`src/rtl/vdcram_ctl_pkg.sv`:
```
// Shared types for the VDC RAM controller: block-engine states and the
// requester/grant encoding used by the arbiter and the read-return pipeline.
package vdcram_ctl_pkg;

    typedef enum logic [2:0] {
        BLK_IDLE,
        BLK_FILL_WR,
        BLK_COPY_RD,
        BLK_COPY_WAIT,
        BLK_COPY_WR,
        BLK_DONE
    } blk_state_t;

    typedef enum logic [1:0] {
        GNT_NONE,
        GNT_DISP,
        GNT_CPU,
        GNT_BLK
    } gnt_t;

    // One bit wider than the command count so that a count of 0 can mean 256.
    localparam int BLK_CNT_W = 9;

endpackage

```
`src/rtl/vdcram_blk.sv`:
```
// Block fill/copy engine: one RAM access request at a time, holds its
// state and captured byte whenever the arbiter gives the slot elsewhere.
module vdcram_blk
    import vdcram_ctl_pkg::*;
#(
    parameter int ADDRESS_WIDTH = 16,
    parameter int DATA_WIDTH    = 8
) (
    input  logic                     clk,
    input  logic                     reset,
    input  logic                     start_i,
    input  logic                     copy_i,
    input  logic [ADDRESS_WIDTH-1:0] src_i,
    input  logic [ADDRESS_WIDTH-1:0] dst_i,
    input  logic [7:0]               count_i,
    input  logic [DATA_WIDTH-1:0]    fill_i,
    input  logic                     gnt_i,
    input  logic [DATA_WIDTH-1:0]    ram_dao_i,
    output logic                     req_o,
    output logic                     we_o,
    output logic [ADDRESS_WIDTH-1:0] addr_o,
    output logic [DATA_WIDTH-1:0]    wdata_o,
    output logic                     busy_o,
    output logic                     done_o,
    output logic [ADDRESS_WIDTH-1:0] src_o,
    output logic [ADDRESS_WIDTH-1:0] dst_o
);

    blk_state_t                 state_q, state_d;
    logic [ADDRESS_WIDTH-1:0]   src_q, src_d;
    logic [ADDRESS_WIDTH-1:0]   dst_q, dst_d;
    logic [BLK_CNT_W-1:0]       cnt_q, cnt_d;
    logic [DATA_WIDTH-1:0]      fill_q, fill_d;
    logic [DATA_WIDTH-1:0]      data_q, data_d;

    always_ff @(posedge clk or posedge reset) begin
        if (reset) begin
            state_q <= BLK_IDLE;
            src_q   <= '0;
            dst_q   <= '0;
            cnt_q   <= '0;
            fill_q  <= '0;
            data_q  <= '0;
        end else begin
            state_q <= state_d;
            src_q   <= src_d;
            dst_q   <= dst_d;
            cnt_q   <= cnt_d;
            fill_q  <= fill_d;
            data_q  <= data_d;
        end
    end

    always_comb begin
        state_d = state_q;
        src_d   = src_q;
        dst_d   = dst_q;
        cnt_d   = cnt_q;
        fill_d  = fill_q;
        data_d  = data_q;
        req_o   = 1'b0;
        we_o    = 1'b0;
        addr_o  = dst_q;
        wdata_o = data_q;
        case (state_q)
            BLK_IDLE: begin
                if (start_i) begin
                    src_d   = src_i;
                    dst_d   = dst_i;
                    cnt_d   = {count_i == 8'd0, count_i};
                    fill_d  = fill_i;
                    state_d = copy_i ? BLK_COPY_RD : BLK_FILL_WR;
                end
            end
            BLK_FILL_WR: begin
                req_o   = 1'b1;
                we_o    = 1'b1;
                wdata_o = fill_q;
                if (gnt_i) begin
                    dst_d = dst_q + ADDRESS_WIDTH'(1);
                    cnt_d = cnt_q - BLK_CNT_W'(1);
                    if (cnt_q == BLK_CNT_W'(1)) state_d = BLK_DONE;
                end
            end
            BLK_COPY_RD: begin
                req_o  = 1'b1;
                addr_o = src_q;
                if (gnt_i) state_d = BLK_COPY_WAIT;
            end
            // RAM data for the read granted last cycle is on ram_dao now.
            BLK_COPY_WAIT: begin
                data_d  = ram_dao_i;
                state_d = BLK_COPY_WR;
            end
            BLK_COPY_WR: begin
                req_o = 1'b1;
                we_o  = 1'b1;
                if (gnt_i) begin
                    src_d   = src_q + ADDRESS_WIDTH'(1);
                    dst_d   = dst_q + ADDRESS_WIDTH'(1);
                    cnt_d   = cnt_q - BLK_CNT_W'(1);
                    state_d = (cnt_q == BLK_CNT_W'(1)) ? BLK_DONE : BLK_COPY_RD;
                end
            end
            BLK_DONE: state_d = BLK_IDLE;
            default:  state_d = BLK_IDLE;
        endcase
    end

    assign busy_o = (state_q != BLK_IDLE);
    assign done_o = (state_q == BLK_DONE);
    assign src_o  = src_q;
    assign dst_o  = dst_q;

endmodule

```
`src/rtl/vdcram_ctl.sv`:
```
// VDC RAM controller: single-port arbiter (display > CPU > block engine)
// with per-requester pending registers and a two-cycle read-return path.
module vdcram_ctl
    import vdcram_ctl_pkg::*;
#(
    parameter int ADDRESS_WIDTH = 16,
    parameter int DATA_WIDTH    = 8
) (
    input  logic                     clk,
    input  logic                     reset,
    input  logic                     disp_req,
    input  logic [ADDRESS_WIDTH-1:0] disp_addr,
    output logic                     disp_ack,
    output logic [DATA_WIDTH-1:0]    disp_data,
    input  logic                     cpu_rd,
    input  logic                     cpu_wr,
    input  logic [ADDRESS_WIDTH-1:0] cpu_addr,
    input  logic [DATA_WIDTH-1:0]    cpu_wdata,
    output logic                     cpu_ack,
    output logic [DATA_WIDTH-1:0]    cpu_rdata,
    input  logic                     blk_start,
    input  logic                     blk_copy,
    input  logic [ADDRESS_WIDTH-1:0] blk_src,
    input  logic [ADDRESS_WIDTH-1:0] blk_dst,
    input  logic [7:0]               blk_count,
    input  logic [DATA_WIDTH-1:0]    blk_fill,
    output logic                     blk_busy,
    output logic                     blk_done,
    output logic [ADDRESS_WIDTH-1:0] blk_src_next,
    output logic [ADDRESS_WIDTH-1:0] blk_dst_next,
    output logic                     ram_rd,
    output logic                     ram_we,
    output logic [ADDRESS_WIDTH-1:0] ram_addr,
    output logic [DATA_WIDTH-1:0]    ram_dai,
    input  logic [DATA_WIDTH-1:0]    ram_dao
);

    logic                     disp_pend_q, disp_pend_d;
    logic [ADDRESS_WIDTH-1:0] disp_addr_q, disp_addr_d;
    logic                     cpu_pend_q, cpu_pend_d;
    logic                     cpu_we_q, cpu_we_d;
    logic [ADDRESS_WIDTH-1:0] cpu_addr_q, cpu_addr_d;
    logic [DATA_WIDTH-1:0]    cpu_wdata_q, cpu_wdata_d;
    gnt_t                     rd_id_q, rd_id_d;
    logic                     disp_ack_q, disp_ack_d;
    logic                     cpu_ack_q, cpu_ack_d;
    logic [DATA_WIDTH-1:0]    disp_data_q, disp_data_d;
    logic [DATA_WIDTH-1:0]    cpu_rdata_q, cpu_rdata_d;

    gnt_t                     gnt;
    logic                     blk_req, blk_we, blk_gnt;
    logic [ADDRESS_WIDTH-1:0] blk_addr;
    logic [DATA_WIDTH-1:0]    blk_wdata;
    logic                     disp_busy, cpu_busy;

    vdcram_blk #(
        .ADDRESS_WIDTH(ADDRESS_WIDTH),
        .DATA_WIDTH   (DATA_WIDTH)
    ) u_blk (
        .clk      (clk),
        .reset    (reset),
        .start_i  (blk_start),
        .copy_i   (blk_copy),
        .src_i    (blk_src),
        .dst_i    (blk_dst),
        .count_i  (blk_count),
        .fill_i   (blk_fill),
        .gnt_i    (blk_gnt),
        .ram_dao_i(ram_dao),
        .req_o    (blk_req),
        .we_o     (blk_we),
        .addr_o   (blk_addr),
        .wdata_o  (blk_wdata),
        .busy_o   (blk_busy),
        .done_o   (blk_done),
        .src_o    (blk_src_next),
        .dst_o    (blk_dst_next)
    );

    always_comb begin
        gnt      = GNT_NONE;
        ram_rd   = 1'b0;
        ram_we   = 1'b0;
        ram_addr = '0;
        ram_dai  = '0;
        if (disp_pend_q)      gnt = GNT_DISP;
        else if (cpu_pend_q)  gnt = GNT_CPU;
        else if (blk_req)     gnt = GNT_BLK;
        case (gnt)
            GNT_DISP: begin
                ram_rd   = 1'b1;
                ram_addr = disp_addr_q;
            end
            GNT_CPU: begin
                ram_rd   = ~cpu_we_q;
                ram_we   = cpu_we_q;
                ram_addr = cpu_addr_q;
                ram_dai  = cpu_we_q ? cpu_wdata_q : '0;
            end
            GNT_BLK: begin
                ram_rd   = ~blk_we;
                ram_we   = blk_we;
                ram_addr = blk_addr;
                ram_dai  = blk_we ? blk_wdata : '0;
            end
            default: ;
        endcase
    end

    assign blk_gnt = (gnt == GNT_BLK);
    // A requester stays blocked from grant until its ack cycle.
    assign disp_busy = disp_pend_q | (rd_id_q == GNT_DISP);
    assign cpu_busy  = cpu_pend_q  | (rd_id_q == GNT_CPU);

    always_comb begin
        disp_pend_d = disp_pend_q;
        disp_addr_d = disp_addr_q;
        cpu_pend_d  = cpu_pend_q;
        cpu_we_d    = cpu_we_q;
        cpu_addr_d  = cpu_addr_q;
        cpu_wdata_d = cpu_wdata_q;
        disp_data_d = disp_data_q;
        cpu_rdata_d = cpu_rdata_q;
        rd_id_d     = GNT_NONE;
        disp_ack_d  = 1'b0;
        cpu_ack_d   = 1'b0;

        if (gnt == GNT_DISP) begin
            disp_pend_d = 1'b0;
            rd_id_d     = GNT_DISP;
        end
        if (gnt == GNT_CPU) begin
            cpu_pend_d = 1'b0;
            if (cpu_we_q) cpu_ack_d = 1'b1;
            else          rd_id_d   = GNT_CPU;
        end

        if (rd_id_q == GNT_DISP) begin
            disp_data_d = ram_dao;
            disp_ack_d  = 1'b1;
        end
        if (rd_id_q == GNT_CPU) begin
            cpu_rdata_d = ram_dao;
            cpu_ack_d   = 1'b1;
        end

        if (disp_req && !disp_busy) begin
            disp_pend_d = 1'b1;
            disp_addr_d = disp_addr;
        end
        if ((cpu_rd || cpu_wr) && !cpu_busy) begin
            cpu_pend_d  = 1'b1;
            cpu_we_d    = cpu_wr;
            cpu_addr_d  = cpu_addr;
            cpu_wdata_d = cpu_wdata;
        end
    end

    always_ff @(posedge clk or posedge reset) begin
        if (reset) begin
            disp_pend_q <= 1'b0;
            disp_addr_q <= '0;
            cpu_pend_q  <= 1'b0;
            cpu_we_q    <= 1'b0;
            cpu_addr_q  <= '0;
            cpu_wdata_q <= '0;
            rd_id_q     <= GNT_NONE;
            disp_ack_q  <= 1'b0;
            cpu_ack_q   <= 1'b0;
            disp_data_q <= '0;
            cpu_rdata_q <= '0;
        end else begin
            disp_pend_q <= disp_pend_d;
            disp_addr_q <= disp_addr_d;
            cpu_pend_q  <= cpu_pend_d;
            cpu_we_q    <= cpu_we_d;
            cpu_addr_q  <= cpu_addr_d;
            cpu_wdata_q <= cpu_wdata_d;
            rd_id_q     <= rd_id_d;
            disp_ack_q  <= disp_ack_d;
            cpu_ack_q   <= cpu_ack_d;
            disp_data_q <= disp_data_d;
            cpu_rdata_q <= cpu_rdata_d;
        end
    end

    assign disp_ack  = disp_ack_q;
    assign disp_data = disp_data_q;
    assign cpu_ack   = cpu_ack_q;
    assign cpu_rdata = cpu_rdata_q;

endmodule

```
`config.mk`:
```
export PLATFORM = sky130hd
export DESIGN_NAME = vdcram_ctl
export DESIGN_NICKNAME = d
export VERILOG_FILES = /design/src/rtl/vdcram_ctl_pkg.sv /design/src/rtl/vdcram_blk.sv /design/src/rtl/vdcram_ctl.sv
export SDC_FILE = /design/constraint.sdc
export NUM_CORES = 1
export LEC_CHECK = 0
export ABC_AREA = 0
export CAP_MARGIN = 20
export CORE_MARGIN = 2
export CORE_UTILIZATION = 53
export DETAILED_ROUTE_END_ITERATION = 12
export PLACE_DENSITY = 0.87
export SLEW_MARGIN = 10
export SYNTH_ARGS = -nofsm -noshare
export SYNTH_HDL_FRONTEND = slang
export SYNTH_SLANG_ARGS = --single-unit
export TNS_END_PERCENT = 100
```
`constraint.sdc`:
```
create_clock -name clk -period 6.6 [get_ports clk]
set_clock_uncertainty 0.15 [all_clocks]
set_input_delay 1.32 -clock clk [delete_from_list [all_inputs] [get_ports clk]]
set_output_delay 1.32 -clock clk [all_outputs]
set_load 0.1 [all_outputs]
```
# Word-level counts from Yosys, hierarchy flattened
# Index checks and enable logic that the tools add are counted.
[word_totals]
ff_bits = 123
memories = 0
latch_bits = 0
in_bits = 103
mem_bits_ro = 0
ram_bits = 0
elab_cells = 100
[classes]
mul = 0
eq_ne = 17
shifts = 0
bitwise_logic = 4
n_reduce_logical = 18
n_div = 0
order_cmp = 0
mux = 41
n_addsub = 3
[op_table]
columns = ["operator", "n"]
rows = [
  ["16-bit two-way mux", 5],
  ["16-bit one-hot mux with 2 select lines", 2],
  ["16-bit one-hot mux with 3 select lines", 1],
  ["16-bit by 1-bit adder with 16-bit output (second input constant)", 2],
  ["8-bit two-way mux", 3],
  ["3-bit two-way mux", 6],
  ["9-bit two-way mux", 2],
  ["9-bit one-hot mux with 2 select lines", 1],
  ["8-bit one-hot mux with 2 select lines", 1],
  ["3-bit one-hot mux with 5 select lines", 1],
  ["2-bit two-way mux", 6],
  ["1-bit two-way mux", 11],
  ["9-bit by 1-bit == test with 1-bit output (second input constant)", 1],
  ["9-bit by 1-bit subtractor with 9-bit output (second input constant)", 1],
  ["8-bit logical NOT", 1],
  ["2-bit != test (second input constant)", 4],
  ["2-bit nonzero test", 4],
  ["2-bit == test (second input constant)", 3],
  ["3-bit by 2-bit == test with 1-bit output (second input constant)", 2],
  ["3-bit == test (second input constant)", 2],
  ["3-bit AND reduction", 2],
  ["5-bit AND reduction", 1],
  ["2-bit by 1-bit == test with 1-bit output (second input constant)", 2],
  ["2-bit by 1-bit != test with 1-bit output (second input constant)", 2],
  ["other kinds (13)", 17],
]

# Logic depth before layout (Yosys ltp)
# Gate-level depths: netlist of run 1.
[depth]
word_depth = 10
ltp_mapped = 7
ltp_nobuf = 6

# Modules after synthesis
# A second synthesis of run 1 with hierarchy kept.
[hier_totals]
cells_unflattened = 606
hier_area_um2 = 6580.1
[by_module_without_submodules]
columns = ["module", "cells_each", "n_inst", "area_each_um2"]
rows = [
  ["vdcram_blk", 397, 1, 3762.4],
  ["vdcram_ctl", 209, 1, 2817.7],
]

# Worst setup path before layout of run 1
# OpenSTA, ideal clock, no wires.
[synth_timing]
kind = "flip-flop to output port"
from = "register u_blk.state_q[0]"
to = "output port ram_dai[0]"
path_stages_with_launch = 7
setup_slack_ps = 1794
arrival_time_ps = 3336
t_required_ps = 5130
n_path_buf = 2
cell_sequence = "dfrtp_1 > buf_4 > xnor2_2 > nor2_1 > buf_4 > nand2_1 > o21ai_0"
[synth_via]
elab_chain_len = 8
word_cells_on_any_way = 15
[synth_rtl]
columns = ["item", "line", "source"]
rows = [
  ["start: declaration", "vdcram_blk.sv:29", "blk_state_t state_q, state_d;"],
  ["start signal: assignment", "vdcram_blk.sv:45", "state_q <= state_d;"],
  ["3-bit by 1-bit == test with 1-bit output (tied with other cells)", "vdcram_blk.sv:65", "case (state_q)"],
  ["3-bit OR reduction (no source line)", "--", ""],
  ["1-bit two-way mux", "vdcram_blk.sv:65", ""],
  ["2-bit two-way mux", "vdcram_ctl.sv:88", "else if (blk_req) gnt = GNT_BLK;"],
  ["2-bit two-way mux", "vdcram_ctl.sv:87", "else if (cpu_pend_q) gnt = GNT_CPU;"],
  ["2-bit two-way mux", "vdcram_ctl.sv:86", "if (disp_pend_q) gnt = GNT_DISP;"],
  ["2-bit == test", "vdcram_ctl.sv:89", "case (gnt)"],
  ["8-bit one-hot mux with 2 select lines (*)", "vdcram_ctl.sv:89", ""],
  ["end: declaration", "vdcram_ctl.sv:34", "output logic [DATA_WIDTH-1:0] ram_dai,"],
]
# Every way passes the cells marked *; elsewhere a longest branch is shown, timed or not.

# Worst setup path in the final report of run 1
[layout_timing]
from = "register u_blk.state_q[2]"
to = "output port ram_addr[1]"
[layout_via]
elab_chain_len = 8
word_cells_on_any_way = 13
[layout_rtl]
columns = ["item", "line", "source"]
rows = [
  ["3-bit by 1-bit == test with 1-bit output (tied with other cells)", "vdcram_blk.sv:65", ""],
  ["3-bit OR reduction (no source line)", "--", ""],
  ["1-bit two-way mux", "vdcram_blk.sv:65", ""],
  ["2-bit two-way mux", "vdcram_ctl.sv:88", ""],
  ["2-bit two-way mux", "vdcram_ctl.sv:87", ""],
  ["2-bit two-way mux", "vdcram_ctl.sv:86", ""],
  ["2-bit == test / 2-bit by 1-bit == test with 1-bit output (equally long branches)", "vdcram_ctl.sv:89", ""],
  ["16-bit one-hot mux with 3 select lines (*)", "vdcram_ctl.sv:89", ""],
  ["end: declaration", "vdcram_ctl.sv:33", "output logic [ADDRESS_WIDTH-1:0] ram_addr,"],
]
# Marks and branches as above.

==> results.md, run 1 <==
- Outcome: completed
- RSZ-0062 raised after global routing: no
- Vias in the first global route: 6168
- Period utilisation layout: 81.2%
- Max FO, Critical Path: 16
- Die W: 116 µm
- Top delay family on crit path: buffers and inverters
- First-pass GRT wire length: 32.3 mm
- Setup-failing EPs final: 0
- Post-Syn Area: 0.00663 mm²
- Final setup TNS: 0 ns
- Final hold vios: 0
- Postcts setup bufs: 0
- Setup crit end kind: output pin
- Post-synthesis register bit count: 123
- Netlist cell types: 65
- Least-Margin Pin Slew: 1.06 ns
- CTS tree: yes
- Clock root buffer: clkbuf_16
- Post-Route WL: 20.6 mm
- Post-CTS resize count: 0
- Via count: 6121
- HP Class: register to register
- H-tree Lvls: 4
- Leading cell type in the layout, fill and taps excluded: clkdlybuf4s50_1
- Most used flip-flop cell after synthesis: dfrtp_1
- Initial antenna violation count: 0
- Nets: 893
- Total core area: roughly 0.012 mm²
- Total grt overflow: 0
- Clock buffer depth: 2
- CP Launch Type: register
- Slew Limit Fails: 0
- # diodes: 0
- Minimum clock period: 5.36 ns
- Yosys top cell area share: 46.4%
- Yosys top cell by area: dfrtp_1
- Ys async rst share: between 90% and 100%
- Max-slew headroom: 29.3%
- Pin count of the biggest net entering global routing: 76
- Placer Congestion: ~1.0
- Antenna-violating nets left: 0
- Max Cap Viol: 0
- Commonest non-fill, non-tap cells in the layout: clkdlybuf4s50_1, dfrtp_1, mux2_2, nand2_1, a21oi_1
- Clock latency at the later pin of the worst-skew pair: 0.42 ns
- Starting Density: around 55%
- # DRC: 0
- Layout area overhead: 36.7%
- WS Path Type: register to output pin
- Seq/Total Area, Yosys: 46.4%
- Iteration-0 DRC Markers: 731
- Slowest stage cell, crit path: clkdlybuf4s50_1
- Post-DP HPWL: 14.1 mm
- # IOs: roughly 180
- Die area: 0.0134 mm²
- Via density: approximately 6.3
- Num CTS Buffers: 17
- Worst Path Buf+Inv: 1
- Fmax: between 150 and 200 MHz
- Critical path cell sequence: xnor2_2, nor2_2, o21ai_2, o221ai_1, clkdlybuf4s50_1
- CTS Hold Bufs: 0
- GRT Util Overall: 31.5%
- Port Buf Inserts: 180
- Cells after synthesis: 630
- WL per Instance: between 20 and 25 µm
- Sink Count: 123
- Row cnt: 40
- Syn avg cell area: around 11 µm²
- Ranking of synthesized cells by area: dfrtp_1, mux2_2, nand2_1, mux2i_1, a21oi_1
- Critical Path RT: 5.13 ns
- Post-synth EDFFs: 0
- Slowest stage delay, CP: about 1.1 ns
- Worst-path clk slew: ~0.050 ns
- TritonRoute pass-1 iters: 6
- Syn_nets: 737
- Critical path arrival: 3.89 ns
- Die height: 116 µm
- Ys Warns: 0
- Layout cell share with drive strength beyond 1: 16.1%
==> through the flow <==
stage / cells / setup slack, ns / cell area [µm²] / util (%) / hold WS, ns
final: 967 / 1.24 / 9070 / 74.9 / 0.336
after global routing: 967 / 1.12 / 9070 / 74.9 / 0.362
after CTS: 965 / 1.29 / 9050 / 74.7 / 0.336
after detailed placement: 933 / 1.82 / 8400 / 69.3 / 0.321
after global placement: 933 / 2.00 / 8400 / 69.3 / 0.305
after floorplan: 630 / 1.79 / 6630 / - / 0.290
==> area by class of cell <==
cell class                 instances  area (µm²)
inverter                          13        51.3
tap                              168         210
clock buffer                      26         519
fill                             805        3040
clock inverter                     6         130
sequential                       123        3080
timing repair buffer             188        1870
multi-input combinational        443        3210
==> registers in the layout, indices dropped and copies added (netlist names), 9 cells and up <==
register,flops
u_blk.dst_o,16
disp_addr_q,16
u_blk.cnt_q,9
cpu_addr_q,16
u_blk.src_o,16
==> Yosys cell counts (5+ instances only) <==
cell,n
mux2i_1,23
clkbuf_1,11
nor4b_1,5
nand3_1,20
mux2_2,73
inv_1,12
o21ai_0,30
nor4_1,5
o22ai_1,20
nand4_1,14
nor2b_1,5
nand2_1,70
o2bb2ai_1,6
a21oi_1,35
and3_1,5
dfrtp_1,123
o221ai_1,16
buf_2,18
a2bb2oi_1,17
nor2_1,20
buf_4,9
nor3_1,6
==> logic make-up (layout without fill, tap and decap cells) <==
family	count (synthesis)	after routing	synth area share [%]
AO/OA/AOI/OAI	159	159	16.1
XOR/XNOR	2	2	0.491
adder cells (fa/ha/maj)	4	4	0.754
buffers and inverters	64	233	5.32
flip-flops	123	123	46.4
multiplexers	96	96	15.9
AND/OR/NAND/NOR	182	182	15.1
==> worst register-to-register path: stages, from the launching register on <==
cell	delay (ns)
dfrtp_1	0.71
nor4b_1	0.65
o31a_1	0.79
o21ai_0	0.22
a22o_1	0.28
==> final timing paths <==
kind | from | endpoint | slack, ns | cells after the start
max | u_blk.state_q[2]$_DFFE_PP0P_ | ram_addr[1] | 1.24 | 5
max in group asynchronous | reset | u_blk.cnt_q[7]$_DFFE_PP0P_ | 3.78 | 3
min reg2reg | cpu_we_q$_DFFE_PP0P_ | rd_id_q[1]$_DFF_PP0_ | 0.34 | 1
min in group asynchronous | reset | disp_ack$_DFF_PP0_ | 1.32 | 2
min | cpu_we_q$_DFFE_PP0P_ | rd_id_q[1]$_DFF_PP0_ | 0.34 | 1
max reg2reg | cpu_pend_q$_DFFE_PP0P_ | u_blk.cnt_q[3]$_DFFE_PP0P_ | 3.69 | 4
==> layer usage <==
metal	routed length, µm	up-vias	global-route usage (%)
met5	0	-	0
met4	577	0	12.9
met3	2000	51	9.15
met2	10100	387	51.7
met1	7920	3019	39.2
li1	-	2664	-
Power of run 1 is not shown: default switching activity piles up to over one toggle a cycle in this logic, so the estimate is an artifact.
==> run 2, diff against run 1 <==
Settings changed: CORE_UTILIZATION 53 to 44, PLACE_DENSITY 0.87 to 0.77.
Clock period 6.6 ns to 4.7 ns, I/O delays scaled along.
==> run 2 against run 1 <==
Flip-flop and latch count stayed put. Count of clock-buffer cells in the layout shrank 7. Die area increased by 20%. Global-route usage fell by 6.3 points. Cell count is 1.4% higher. Setup slack got worse by 0.73 ns. Core utilization shrank 12 points. Design area up 1.0%. Sequential share of layout area shrank 0.34 points. Register-to-register slack worse by 2.1 ns. Critical path depth is 1 higher.
==> results.md, run 2 (synthesis gave the netlist of run 1 again) <==
- Clock latency at the later pin of the worst-skew pair: 0.42 ns (about the same)
- Setup-failing EPs final: 0 (unchanged)
- Max FO, Critical Path: 29 (was 16)
- CTS tree: yes (unchanged)
- Die height: 127 µm (was 116 µm)
- Setup crit end kind: output pin (unchanged)
- Commonest non-fill, non-tap cells in the layout: clkdlybuf4s50_1, dfrtp_1, mux2_2, nand2_1, a21oi_1 (unchanged)
- WS Path Type: register to output pin (unchanged)
- # diodes: 0 (unchanged)
- Max-slew headroom: 22.5% (was 29.3%)
- R2R Path End: u_blk.cnt_q[3]$_DFFE_PP0P_ (unchanged)
- Clock buffer depth: 2 (unchanged)
- Layout area overhead: 38.1% (was 36.7%)
- Postcts setup bufs: 0 (unchanged)
- Non-Filler Instances: 981 (was 967)
- Hold slack: 0.347 ns (was 0.336 ns)
- GR Util met3: 6.79% (was 9.15%)
- Die W: 127 µm (was 116 µm)
- Pin count of the biggest net entering global routing: 64 (was 76)
- Met1 Usage GRT: 33.4% (was 39.2%)
- Sink Count: 123 (unchanged)
- Outcome: completed (unchanged)
- Reg-to-reg slack, setup: 1.62 ns (was 3.69 ns)
- Antenna-violating nets left: 0 (unchanged)
- Leading cell type in the layout, fill and taps excluded: clkdlybuf4s50_1 (unchanged)
- Placer Congestion: 0.955 (was 0.999)
- HP Class: register to register (unchanged)
- Layout cell share with drive strength beyond 1: 19.6% (was 16.1%)
- Critical Path RT: 3.61 ns (was 5.13 ns)
- Clock root buffer: clkbuf_16 (unchanged)
- Reg2Reg Launch Point: cpu_pend_q$_DFFE_PP0P_ (unchanged)
- Final hold vios: 0 (unchanged)
- Placed cells: 950 (was 933)
- Slew Limit Fails: 0 (unchanged)
- R2R cell count: 4 (unchanged)
- Post-DP HPWL: 14.4 mm (was 14.1 mm)
- Busiest grt layer: met2 (unchanged)
- H-tree Lvls: 4 (unchanged)
- Least-Margin Pin Slew: 1.16 ns (was 1.06 ns)
- TritonRoute pass-1 iters: 5 (was 6)
- Worst-path clk slew: 0.06 ns (was 0.05 ns)
- Row cnt: 44 (was 40)
- Total core area: 0.0146 mm² (was 0.0121 mm²)
- # IOs: 181 (unchanged)
- Port Buf Inserts: 180 (unchanged)
- Num CTS Buffers: 17 (unchanged)
- Hold path endpoint: rd_id_q[1]$_DFF_PP0_ (unchanged)
- Nets: 893 (unchanged)
- Hold Crit Depth: 1 (unchanged)
- Worst Hold Launch: cpu_we_q$_DFFE_PP0P_ (unchanged)
- Critical path arrival: 3.10 ns (was 3.89 ns)
- Final setup TNS: 0 ns (unchanged)
- Via density: 6.00 (was 6.33)
- RSZ-0062 raised after global routing: no (unchanged)
- Max Cap Viol: 0 (unchanged)
- Fillers: 1141 (was 805)
- Post-CTS resize count: 0 (unchanged)
- Period utilisation layout: just under 90%
- CP Launch Type: register (unchanged)
- Die area: 0.0161 mm² (was 0.0134 mm²)
- First-pass GRT wire length: 32.0 mm (was 32.3 mm)
- Post-Route Utilization: 62.6% (was 74.9%)
- Via count: 5889 (was 6121)
- Vias in the first global route: 6047 (was 6168)
- WL per Instance: 20.7 µm (was 21.3 µm)
- GRT Util Overall: 25.2% (was 31.5%)
- # DRC: 0 (unchanged)
- CTS Hold Bufs: 0 (unchanged)
- Minimum clock period: 4.19 ns
- Post-Route WL: 20.3 mm (was 20.6 mm)
- Initial antenna violation count: 0 (unchanged)
- M2 GR Usage: 40.3% (was 51.7%)
- Total grt overflow: 0 (unchanged)
- Iteration-0 DRC Markers: 563 (was 731)
- Fmax: 239 MHz
- Starting Density: 45.3% (was 54.8%)
==> run 2: layout make-up <==
class | count | area [µm²] | share of cell area, %
Multi-Input combinational cell | 443 | 3220 | 35.1
Inverter | 13 | 51.3 | 0.560
Sequential cell | 123 | 3080 | 33.6
Clock inverter | 11 | 124 | 1.35
Tap cell | 184 | 230 | 2.51
Timing Repair Buffer | 188 | 2010 | 22.0
Clock buffer | 19 | 443 | 4.84
==> run 2: metrics by stage <==
stage	setup WS, ns	instance area, µm²
CTS	0.523	9150
detailed placement	0.973	8580
finish	0.510	9160
global placement	1.10	8580
floorplan	0.274	6630
global route	0.376	9160
==> run 2: critical path: stages (launching register included) <==
cell     delay [ns]
dfrtp_1        0.76
xnor2_2        0.37
nor2_2         0.24
buf_4          0.35
nand2_1        0.30
o21ai_0        0.31
buf_4          0.34
==> run 2: worst max-delay path by stage <==
stage,start,endpoint,slack [ns],depth (start not counted)
floorplan,u_blk.state_q[0]$_DFFE_PP0P_,ram_dai[0],0.27,6
global placement,u_blk.state_q[2]$_DFFE_PP0P_,ram_addr[12],1.10,5
detailed placement,u_blk.state_q[2]$_DFFE_PP0P_,ram_addr[0],0.97,5
CTS,u_blk.state_q[2]$_DFFE_PP0P_,ram_addr[13],0.52,5
finish,u_blk.state_q[2]$_DFFE_PP0P_,ram_dai[5],0.51,6
global route,u_blk.state_q[2]$_DFFE_PP0P_,ram_addr[13],0.38,5
==> run 2: layer usage <==
| metal | wire length, µm | up-vias |
|---|---|---|
| met5 | 0 | - |
| met2 | 9740 | 307 |
| met1 | 8370 | 2896 |
| li1 | - | 2650 |
| met4 | 405 | 0 |
| met3 | 1750 | 36 |
Power of run 2 is left out for the same reason.
==> run 3, diff against run 2 <==
--- a/constraint.sdc
+++ b/constraint.sdc
@@ -3,3 +3,3 @@
 set_input_delay 0.94 -clock clk [delete_from_list [all_inputs] [get_ports clk]]
 set_output_delay 0.94 -clock clk [all_outputs]
-set_load 0.1 [all_outputs]
+set_load 0.05 [all_outputs]
==> run 3 against run 2 <==
First-iteration DRC count increased by 5.0%. Die area is the same. Count of clock-buffer cells in the layout did not move. Design area down 1.8%. Flip-flop and latch count did not move.
==> results.md, run 3 (synthesis gave the netlist of run 1 again) <==
- # IOs: 181 (unchanged)
- Row cnt: 44 (unchanged)
- Outcome: completed (unchanged)
- Reg-to-reg slack, setup: 1.74 ns (was 1.62 ns)
- Leading cell type in the layout, fill and taps excluded: clkdlybuf4s50_1 (unchanged)
- Setup crit end kind: output pin (unchanged)
- Leakage: 3.56 nW
- Worst-path clk slew: 0.06 ns (about the same)
- WS Path Type: register to output pin (unchanged)
- R2R cell count: 4 (unchanged)
- Least-Margin Pin Slew: 1.07 ns (was 1.16 ns)
- Total grt overflow: 0 (unchanged)
- Die height: 127 µm (unchanged)
- Placer Congestion: 0.901 (was 0.955)
- Final hold vios: 0 (unchanged)
- Post-CTS resize count: 0 (unchanged)
- CTS tree: yes (unchanged)
- Initial antenna violation count: 0 (unchanged)
- Die area: 0.0161 mm² (unchanged)
- Via count: 5957 (was 5889)
- Critical path arrival: 3.18 ns (was 3.10 ns)
- IR drop worst, VDD: about 520 µV
- WL per Instance: 20.0 µm (was 20.7 µm)
- RSZ-0062 raised after global routing: no (unchanged)
- # DRC: 0 (unchanged)
- Slew Limit Fails: 0 (unchanged)
- Post-DP HPWL: 13.9 mm (was 14.4 mm)
- Final setup TNS: 0 ns (unchanged)
- Layout cell share with drive strength beyond 1: 18.4% (was 19.6%)
- R2R Path End: u_blk.cnt_q[3]$_DFFE_PP0P_ (unchanged)
- Num CTS Buffers: 17 (unchanged)
- Crit path from: u_blk.state_q[2]$_DFFE_PP0P_ (unchanged)
- Total core area: 0.0146 mm² (unchanged)
- Via density: 6.06 (was 6.00)
- HP Class: register to register (unchanged)
- Pin count of the biggest net entering global routing: 66 (was 64)
- Pint: about 4.0 mW
- Iteration-0 DRC Markers: 591 (was 563)
- Setup WS pre-CTS: 0.898 ns (was 0.973 ns)
- Sink Count: 123 (unchanged)
- Worst Hold Launch: cpu_we_q$_DFFE_PP0P_ (unchanged)
- Nets: 893 (unchanged)
- Reg2Reg Launch Point: u_blk.state_q[0]$_DFFE_PP0P_ (was cpu_pend_q$_DFFE_PP0P_)
- Postcts setup bufs: 0 (unchanged)
- Power share of the clock group: 16.0%
- Max-slew headroom: 28.6% (was 22.5%)
- First-pass GRT wire length: 31.1 mm (was 32.0 mm)
- Max Cap Viol: 0 (unchanged)
- Post-Route WL: 19.6 mm (was 20.3 mm)
- Power density over the cells: 881 mW/mm²
- Starting Density: 45.3% (unchanged)
- Comb power frac: 56.8%
- Max FO, Critical Path: 16 (was 29)
- Minimum clock period: 4.27 ns (was 4.19 ns)
- Antenna-violating nets left: 0 (unchanged)
- Critical Path RT: 3.61 ns (about the same)
- Setup crit end: ram_dai[5] (unchanged)
- TritonRoute pass-1 iters: 5 (unchanged)
- Net Sw Frac: between 40% and 50%
- Period utilisation layout: 90.8% (was 89.2%)
- Layout area overhead: 35.6% (was 38.1%)
- Setup-failing EPs final: 0 (unchanged)
- Fmax: 234 MHz (was 239 MHz)
- Port Buf Inserts: 180 (unchanged)
- CTS Hold Bufs: 0 (unchanged)
- H-tree Lvls: 4 (unchanged)
- Clock buffer depth: 2 (unchanged)
- Clock latency at the later pin of the worst-skew pair: 0.42 ns (about the same)
- Psw: between 3 and 4 mW
- Vias in the first global route: 5910 (was 6047)
- GRT Util Overall: 24.6% (was 25.2%)
- Die W: 127 µm (unchanged)
- # diodes: 0 (unchanged)
- CP Launch Type: register (unchanged)
- Sequential power share: 27.1%
- Commonest non-fill, non-tap cells in the layout: clkdlybuf4s50_1, dfrtp_1, mux2_2, nand2_1, a21oi_1 (unchanged)
- Final WS setup: 0.434 ns (was 0.510 ns)
- Clock root buffer: clkbuf_16 (unchanged)
[run 3: cell count changes in the layout (fill, tap and decap cells not counted)]
cell and delta:
inv_8 +1, clkinv_4 +2, buf_12 -16, buf_4 +5, clkdlybuf4s50_1 +11, clkinv_2 -1
bufinv_16 -1, clkinvlp_4 -4, inv_6 +5
[run 3: worst min path at each step]
stage	endpoint	slack, ns	cells past startpoint
final	rd_id_q[1]$_DFF_PP0_	0.34	1
after global routing	rd_id_q[1]$_DFF_PP0_	0.36	1
after CTS	rd_id_q[1]$_DFF_PP0_	0.33	1
after detailed placement	rd_id_q[1]$_DFF_PP0_	0.32	1
after global placement	rd_id_q[1]$_DFF_PP0_	0.31	1
after floorplan	rd_id_q[1]$_DFF_PP0_	0.29	1
[run 3: through the flow]
stage	util [%]	hold slack, ns	power [mW]	std cells	cell area (µm²)
6_report	61.4	0.344	7.93	983	8990
5_1_grt	61.4	0.356	8.33	983	8990
3_5_place_dp	57.4	0.325	6.61	950	8410
3_3_place_gp	57.4	0.308	6.49	950	8410
4_1_cts	61.3	0.331	7.90	982	8980
2_1_floorplan	-	0.290	5.31	630	6630
[run 3: layer usage]
layer	track usage, %	part of all wire [%]	routed length (µm)
met4	8.99	2.3	449
met1	32.5	42	8330
met3	7.21	7.9	1540
met2	38.8	47	9300
met5	0	0	0
[run 3: power groups by stage]
stage | Clock, mW | Sequential, mW | Combinational [mW]
2_1_floorplan | 0 | 2.64 | 2.66
3_3_place_gp | 0 | 2.11 | 4.38
3_5_place_dp | 0 | 2.14 | 4.47
4_1_cts | 1.29 | 2.13 | 4.48
5_1_grt | 1.35 | 2.22 | 4.76
6_report | 1.27 | 2.15 | 4.51
[run 3: area by class of cell]
cell class	count	area (µm²)
clock buffer	19	443
clock inverter	13	131
fill	1177	5650
inverter	13	51.3
multi-input combinational	443	3220
sequential	123	3080
tap	184	230
timing repair buffer	188	1840
[run 3: critical path, stage by stage, from the launching register on]
cell and delay (ns):
dfrtp_1 0.76, xnor2_2 0.37, nor2_2 0.26, nand2_1 0.25, o21ai_0 0.27, clkdlybuf4s50_1 0.84
No activity file was read; power rests on OpenSTA's default activity.
